`config.mk`:
```
export PLATFORM = sky130hd
export DESIGN_NAME = led_sequence_player
export DESIGN_NICKNAME = d
export VERILOG_FILES = /design/src/rtl/led_sequence_player.sv
export SDC_FILE = /design/constraint.sdc
export NUM_CORES = 1
export LEC_CHECK = 0
export CORE_MARGIN = 8
export CORE_UTILIZATION = 57
export CTS_CLUSTER_DIAMETER = 80
export DETAILED_ROUTE_END_ITERATION = 10
export DONT_BUFFER_PORTS = 1
export GPL_TIMING_DRIVEN = 0
export MAX_ROUTING_LAYER = met4
export PLACE_DENSITY = 0.75
export SYNTH_ARGS = -nofsm -noshare
export SYNTH_HDL_FRONTEND = slang
export SYNTH_SLANG_ARGS = --single-unit
```
`constraint.sdc`:
```
create_clock -name clk -period 2.25 [get_ports clk]
set_input_delay 0.45 -clock clk [delete_from_list [all_inputs] [get_ports clk]]
set_output_delay 0.45 -clock clk [all_outputs]
set_load 0.05 [all_outputs]
```
`src/rtl/led_sequence_player.sv`:
```
// rtl/led_sequence_player.sv - LED sequence player with hold/gap timing and score display
//
// Plays one of three fixed LED index sequences (testcase 1..3) or shows a
// score pattern (testcase 0). Each sequence step lights one LED for
// HOLD_CYCLES clocks, separated by GAP_CYCLES all-dark clocks, and playback
// ends with a one-cycle done pulse.
//
// Ports:
//   clk        rising-edge clock
//   reset_n    asynchronous active-low reset
//   start      one-cycle playback request, honoured only when idle
//   abort      synchronous cancel of a playback in progress
//   testcase   sequence select, captured on an accepted start
//   score      score for testcase 0, captured on an accepted start
//   led        registered LED drive
//   busy       high whenever a playback is in progress
//   done       one-cycle pulse on normal completion
//   cur_index  LED index of the step being shown, 0 outside SHOW
//   step       zero-based number of the current step
module led_sequence_player #(
    parameter int NUM_LEDS    = 10,
    parameter int HOLD_CYCLES = 16,
    parameter int GAP_CYCLES  = 4,
    parameter int IDX_W       = 4
) (
    input  logic                clk,
    input  logic                reset_n,
    input  logic                start,
    input  logic                abort,
    input  logic [1:0]          testcase,
    input  logic [1:0]          score,
    output logic [NUM_LEDS-1:0] led,
    output logic                busy,
    output logic                done,
    output logic [IDX_W-1:0]    cur_index,
    output logic [2:0]          step
);

    localparam int MAX_CNT = (HOLD_CYCLES > GAP_CYCLES) ? HOLD_CYCLES : GAP_CYCLES;
    localparam int CNT_W   = $clog2(MAX_CNT + 1);

    // The counter holds "clocks remaining after this one", so a state lasts
    // load+1 clocks and the counter only ever counts down to zero.
    localparam logic [CNT_W-1:0] HOLD_LOAD = CNT_W'(HOLD_CYCLES - 1);
    localparam logic [CNT_W-1:0] GAP_LOAD  = CNT_W'((GAP_CYCLES > 0) ? GAP_CYCLES - 1 : 0);

    typedef enum logic [2:0] {
        S_IDLE,
        S_SHOW,
        S_GAP,
        S_SCORE,
        S_FINISH
    } state_t;

    state_t           r_state;
    logic [CNT_W-1:0] r_cnt;
    logic [1:0]       r_tc;

    logic [2:0]       w_next_step;
    logic [3:0]       w_next_idx;
    logic [3:0]       w_first_idx;
    logic             w_last_step;

    function automatic logic [3:0] f_seq(input logic [1:0] tc, input logic [2:0] s);
        logic [3:0] v;
        v = 4'd0;
        case (tc)
            2'd1: begin
                case (s)
                    3'd0:    v = 4'd1;
                    3'd1:    v = 4'd9;
                    3'd2:    v = 4'd4;
                    3'd3:    v = 4'd2;
                    3'd4:    v = 4'd0;
                    3'd5:    v = 4'd8;
                    3'd6:    v = 4'd7;
                    default: v = 4'd5;
                endcase
            end
            2'd2: begin
                case (s)
                    3'd0:    v = 4'd0;
                    3'd1:    v = 4'd4;
                    3'd2:    v = 4'd1;
                    3'd3:    v = 4'd3;
                    default: v = 4'd2;
                endcase
            end
            2'd3: begin
                case (s)
                    3'd0:    v = 4'd9;
                    3'd1:    v = 4'd2;
                    default: v = 4'd7;
                endcase
            end
            default: v = 4'd0;
        endcase
        return v;
    endfunction

    function automatic logic [2:0] f_last(input logic [1:0] tc);
        logic [2:0] v;
        case (tc)
            2'd1:    v = 3'd7;
            2'd2:    v = 3'd4;
            2'd3:    v = 3'd2;
            default: v = 3'd0;
        endcase
        return v;
    endfunction

    function automatic logic [NUM_LEDS-1:0] f_onehot(input logic [3:0] idx);
        return NUM_LEDS'(1) << idx;
    endfunction

    function automatic logic [NUM_LEDS-1:0] f_score(input logic [1:0] sc);
        logic [9:0] v;
        case (sc)
            2'd0:    v = 10'h000;
            2'd1:    v = 10'h200;
            2'd2:    v = 10'h2AA;
            default: v = 10'h3FF;
        endcase
        return NUM_LEDS'(v);
    endfunction

    assign w_next_step = step + 3'd1;
    assign w_next_idx  = f_seq(r_tc, w_next_step);
    assign w_first_idx = f_seq(testcase, 3'd0);
    assign w_last_step = (step == f_last(r_tc));

    always_ff @(posedge clk or negedge reset_n) begin
        if (!reset_n) begin
            r_state   <= S_IDLE;
            r_cnt     <= '0;
            r_tc      <= 2'd0;
            led       <= '0;
            busy      <= 1'b0;
            done      <= 1'b0;
            cur_index <= '0;
            step      <= 3'd0;
        end else begin
            done <= 1'b0;
            if (abort && r_state != S_IDLE) begin
                r_state   <= S_IDLE;
                r_cnt     <= '0;
                led       <= '0;
                busy      <= 1'b0;
                cur_index <= '0;
                step      <= 3'd0;
            end else begin
                case (r_state)
                    S_IDLE: begin
                        // Abort takes priority over a simultaneous start.
                        if (start && !abort) begin
                            r_tc  <= testcase;
                            busy  <= 1'b1;
                            step  <= 3'd0;
                            r_cnt <= HOLD_LOAD;
                            if (testcase == 2'd0) begin
                                r_state <= S_SCORE;
                                led     <= f_score(score);
                            end else begin
                                r_state   <= S_SHOW;
                                led       <= f_onehot(w_first_idx);
                                cur_index <= IDX_W'(w_first_idx);
                            end
                        end
                    end
                    S_SHOW: begin
                        if (r_cnt != '0) begin
                            r_cnt <= r_cnt - 1'b1;
                        end else if (w_last_step) begin
                            r_state   <= S_FINISH;
                            led       <= '0;
                            done      <= 1'b1;
                            cur_index <= '0;
                        end else if (GAP_CYCLES > 0) begin
                            r_state   <= S_GAP;
                            led       <= '0;
                            cur_index <= '0;
                            r_cnt     <= GAP_LOAD;
                        end else begin
                            step      <= w_next_step;
                            led       <= f_onehot(w_next_idx);
                            cur_index <= IDX_W'(w_next_idx);
                            r_cnt     <= HOLD_LOAD;
                        end
                    end
                    S_GAP: begin
                        if (r_cnt != '0) begin
                            r_cnt <= r_cnt - 1'b1;
                        end else begin
                            r_state   <= S_SHOW;
                            step      <= w_next_step;
                            led       <= f_onehot(w_next_idx);
                            cur_index <= IDX_W'(w_next_idx);
                            r_cnt     <= HOLD_LOAD;
                        end
                    end
                    S_SCORE: begin
                        if (r_cnt != '0) begin
                            r_cnt <= r_cnt - 1'b1;
                        end else begin
                            r_state <= S_FINISH;
                            led     <= '0;
                            done    <= 1'b1;
                        end
                    end
                    S_FINISH: begin
                        r_state <= S_IDLE;
                        busy    <= 1'b0;
                        step    <= 3'd0;
                        r_cnt   <= '0;
                    end
                    default: begin
                        r_state   <= S_IDLE;
                        led       <= '0;
                        busy      <= 1'b0;
                        cur_index <= '0;
                        step      <= 3'd0;
                        r_cnt     <= '0;
                    end
                endcase
            end
        end
    end

endmodule

```
==> Word level (Yosys, flattened, before mapping) <==
Cells that the tools add are included.
{ "word_totals": {"reg_bits": 29, "output_inout_bits": 19, "word_cells": 108} }
{ "classes": {"n_addsub": 2, "eq_ne": 30, "n_shift": 2, "mux": 46, "n_bitwise": 1, "reduce_logical": 19} }
{ "op_table": {"columns": ["op", "count"], "rows": [
  ["$mux W10", 5],
  ["$pmux W10 S4", 1],
  ["$mux W5", 6],
  ["$pmux W10 S3", 1],
  ["$pmux W4 S7", 1],
  ["$mux W3", 9],
  ["$pmux W3 S4", 2],
  ["$ne A3 B3 Y1 const B", 7],
  ["$mux W4", 5],
  ["$pmux W5 S4", 1],
  ["$shl A1 B4 Y10 const A", 2],
  ["$pmux W3 S3", 2],
  ["$pmux W4 S2", 2],
  ["$pmux W4 S4", 1],
  ["$eq A3 B2 Y1 const B", 4],
  ["$eq A3 B3 Y1 const B", 4],
  ["$pmux W4 S3", 1],
  ["$reduce_and A3 Y1", 3],
  ["$eq A2 B2 Y1 const B", 4],
  ["$reduce_and A4 Y1", 2],
  ["$eq A2 B1 Y1 const B", 3],
  ["$eq A3 B1 Y1 const B", 2],
  ["$logic_not A3 Y1", 2],
  ["$mux W1", 6],
  ["18 further kinds", 24]
]} }

==> Depth between registers and ports, before layout <==
{ "depth": {"word_depth": 8, "mapped_depth": 8} }

==> Worst setup path after synthesis <==
OpenSTA, ideal clock, no wires.
{ "synth_timing": {"kind": "register to register", "startpoint": "reg step[0]", "endpoint": "reg cur_index[0]", "setup_ns": 0.125, "arrival_time_ns": 2.540, "required_ns": 2.125, "setup_slack_ns": -0.415, "stages_incl_launch_ff": 9, "path_cell_list": "dfrtp_1 -> ha_1 -> ha_1 -> clkbuf_1 -> nand2b_1 -> a221oi_1 -> nand2_1 -> a32o_1 -> mux2_4"} }
{ "synth_between": {"elab_chain_cells": 7, "elab_cells_between_ends": 15, "cone_classes": "1 x add/sub; 6 x eq/ne; 7 x mux; 1 x reduce/logical"} }
{ "synth_rtl": {"columns": ["item", "line_no", "text"], "rows": [
  ["start: declaration", "36", "output logic [2:0] step"],
  ["start signal: assignment", "184", "step <= w_next_step;"],
  ["start signal: assignment", "195", "step <= w_next_step;"],
  ["$add A3 B1 Y3 *", "127", "assign w_next_step = step + 3'd1;"],
  ["$eq A3 B3 Y1 (tied with other cells)", "69", "case (s)"],
  ["$pmux W4 S7 (tied with other cells)", "69", null],
  ["$pmux W4 S3 *", "67", "case (tc)"],
  ["$mux W4 *", "191", "if (r_cnt != '0) begin"],
  ["$pmux W4 S4 *", "152", "case (r_state)"],
  ["$mux W4 *", "144", "if (abort && r_state != S_IDLE) begin"],
  ["end signal: assignment", "166", "cur_index <= IDX_W'(w_first_idx);"],
  ["end signal: assignment", "186", "cur_index <= IDX_W'(w_next_idx);"],
  ["end signal: assignment", "197", "cur_index <= IDX_W'(w_next_idx);"],
  ["end: declaration", "35", "output logic [IDX_W-1:0] cur_index,"]
]} }
Mark *: on every way between the ends. The rest lies on a longest branch, timed or not. The select of a mux whose other input is x is not followed.
A chain may end at the register's enable or synchronous reset.

==> Final worst setup path <==
{ "layout_timing": {"startpoint": "reg step[0]", "endpoint": "reg led[4]"} }
{ "layout_between": {"elab_chain_cells": 8, "elab_cells_between_ends": 16, "cone_classes": "1 x add/sub; 6 x eq/ne; 1 x shift; 7 x mux; 1 x reduce/logical"} }
{ "layout_rtl": {"columns": ["item", "line_no", "text"], "rows": [
  ["$add A3 B1 Y3 *", "127", null],
  ["$eq A3 B3 Y1 (tied with other cells)", "69", null],
  ["$pmux W4 S7 (tied with other cells)", "69", null],
  ["$pmux W4 S3 *", "67", null],
  ["$shl A1 B4 Y10 *", "113", "return NUM_LEDS'(1) << idx;"],
  ["$mux W10 *", "191", null],
  ["$pmux W10 S4 *", "152", null],
  ["$mux W10 *", "144", null],
  ["end signal: assignment", "162", "led <= f_score(score);"],
  ["end signal: assignment", "165", "led <= f_onehot(w_first_idx);"],
  ["end signal: assignment", "196", "led <= f_onehot(w_next_idx);"],
  ["end: declaration", "32", "output logic [NUM_LEDS-1:0] led,"]
]} }
Marked as above.

==> impl_metrics.yaml <==
worst_setup_path:
  crit_start: "step[0]$_DFFE_PN0P_"
  path_class: "reg -> reg"
  r2r-start: "step[0]$_DFFE_PN0P_"
  cp.required_ns: 2.48
  cp_max_fo: 8
  cp.arrival_ns: 2.56
  end_kind: "flip-flop"
  start_kind: "flip-flop"
timing:
  worst_clock_skew_ns: 0.02231
  timing.setup.tns_ns: -0.3807
  fin_crit_sh_pct: 103.5
  tightest_slew_ns: 0.5058
  slew_violations: 0
  rsz0062_at_grt: "yes"
  slew_headroom_pct: 66.19
  finalWorstSetupSlack_ns: -0.07889
  hold_violations: 0
  whs_ns: 0.2542
  setup_viol: 7
  period_minus_slack_ns: 2.329
  max_freq_mhz: 429.4
synthesis:
  async_flop_share_pct: 100.0
  ys_seq_elements: 29
  ys_types: 48
  synth.avg_cell_area_um2: 9.036
  synthFlopType: "dfrtp_1"
  synth_edf_count: 0
  syn_area_mm2: 0.001952
  yosysWarnings: 0
  synthCells: 216
  synth_nets: 236
  ys_seq_area_share_pct: 37.18
layout:
  area_growth_pct: 24.42
  layout_common_cells: "nand2_1, dfrtp_1, nor2_1, a21oi_1, buf_4"
  drive_above_1_share_pct: 29.79
  nNetsFinal: 254
  diodes: 0
  postLayoutCoreUtil_pct: 73.36
detailed_routing:
  wire_per_inst_um: 19.37
  wl_um: 5442
  drt_pass1_iterations: 5
  num_vias: 1846
  drtIter0Drc: 329
  vias_per_cell: 6.569
  drcViolationCount: 0
  ant_nets: 0
placement:
  io_buffers: 0
  gp_congestion: 0.8742
  dp_hpwl_um: 3525
global_routing:
  grt_overflow: 0
  grt_use_met3_pct: 5.660
  gr-usage-met2_pct: 33.59
  antenna_found_initial: 0
  grt_max_degree: 30
  grt_usage_pct: 20.39
  met1_usage_pct: 22.95
  grt_pass1_wl_um: 8542
  grt_pass1_vias: 1717
  grt_busiest_layer: "met2"
pwr:
  power_density_mw_per_mm2: 669.2
  p_leak_nw: 1.018
  fin_total_pwr_mw: 1.625
  ir_drop_mv: 0.4624
clock_network:
  cts_tree: "yes"
  cts_buffers: 5
  cts.path.max_buffers: 2
  cts.sinks: 29
  htree_levels: 2
  clk_latency_ns: 0.34
  clockRootBuffer: "clkbuf_4"
  cts.clk_slew.worst_paths_ns: 0.11
die:
  die_y_um: 74.52
  die_area_mm2: 0.005552
  num_rows: 21
  start_util_pct: 58.96
  ios: 27
  core_area_mm2: 0.003311
  dieWidth_um: 74.52
min_path:
  hp-start: "testcase[1]"
  hold_path.class: "in -> reg"
run:
  maxCapViolations: 0
run_status:
  status: "finished, violations left"
  violations: "negative setup slack"
## area by class of cell
type / count / area (µm²)
Sequential cell: 29 / 734.5
Tap cell: 46 / 57.56
Inverter: 9 / 33.78
Buffer: 8 / 30.03
Multi-Input combinational cell: 168 / 1389
Clock buffer: 5 / 37.54
Clock inverter: 3 / 17.52
Fill cell: 245 / 882.1
Timing Repair Buffer: 13 / 128.9
## where the power goes
| part | switching, mW | total (mW) | internal, mW |
|---|---|---|---|
| logic | 0.334 | 0.595 | 0.262 |
| registers | 0.138 | 0.711 | 0.573 |
| clock network | 0.202 | 0.320 | 0.118 |
## worst max-delay path, cell delays in order, from the launching register on
cell	delay [ns]
dfrtp_4	0.61
ha_4	0.21
ha_4	0.31
nand2b_4	0.16
o21ai_2	0.06
a221o_2	0.43
nand2b_4	0.17
o41ai_2	0.27
## metrics by stage
step                      instances  area [µm²]  setup slack [ns]
after floorplan                 216        2019          -0.02258
after global placement          262        2077           -0.2524
after detailed placement        262        2077           -0.2857
after CTS                       276        2336         -0.004793
after global routing            281        2429           -0.1263
final                           281        2429          -0.07889
## cells in the mapped netlist (all sizes together) (6+ instances only)
cell	instances	area [µm²]
nand2b	6	37.54
dfrtp	29	725.7
ha	12	150.1
o21ai	8	40.03
nor2	16	60.06
o21a	6	45.04
nor3	10	50.05
a21oi	14	70.07
clkbuf	10	37.54
inv	9	33.78
nand2	27	101.4
## cell families after synthesis
logic type / synth area share, %
buffers and inverters: 3.654
adder cells (fa/ha/maj): 8.269
flip-flops: 37.18
multiplexers: 4.487
AND/OR/NAND/NOR: 20.64
XOR/XNOR: 1.795
AO/OA/AOI/OAI: 23.98
## final timing paths
| check | to | slack, ns | depth (start not counted) |
|---|---|---|---|
| max | led[4]$_DFFE_PN0P_ | -0.08 | 7 |
| min | r_tc[1]$_DFFE_PN0P_ | 0.25 | 1 |
| max reg2reg | led[4]$_DFFE_PN0P_ | -0.08 | 7 |
| min reg2reg | r_cnt[4]$_DFFE_PN0P_ | 0.58 | 1 |
| max in group asynchronous | step[1]$_DFFE_PN0P_ | 1.51 | 2 |
| min in group asynchronous | r_tc[1]$_DFFE_PN0P_ | 0.54 | 2 |
## per-layer routing
metal / routed length, µm / vias up
met3: 501 / 13
met5: 0 / -
met1: 2126 / 909
met2: 2709 / 93
li1: - / 831
met4: 104 / 0
## repair_timing
action,CTS,global route
endpoints found under the setup margin,16,14
setup buffers,6,5
pin swaps,11,10
endpoints found under the hold margin,29,0
cloned,0,0
hold buffers,2,0
resized for setup,28,13
## sequential cells by signal, summed over array words and instances (netlist names)
register / cells
led: 10
r_cnt: 5
cur_index: 4
r_state: 3
step: 3
r_tc: 2
busy: 1
done: 1
No activity file was read; power rests on OpenSTA's default activity.
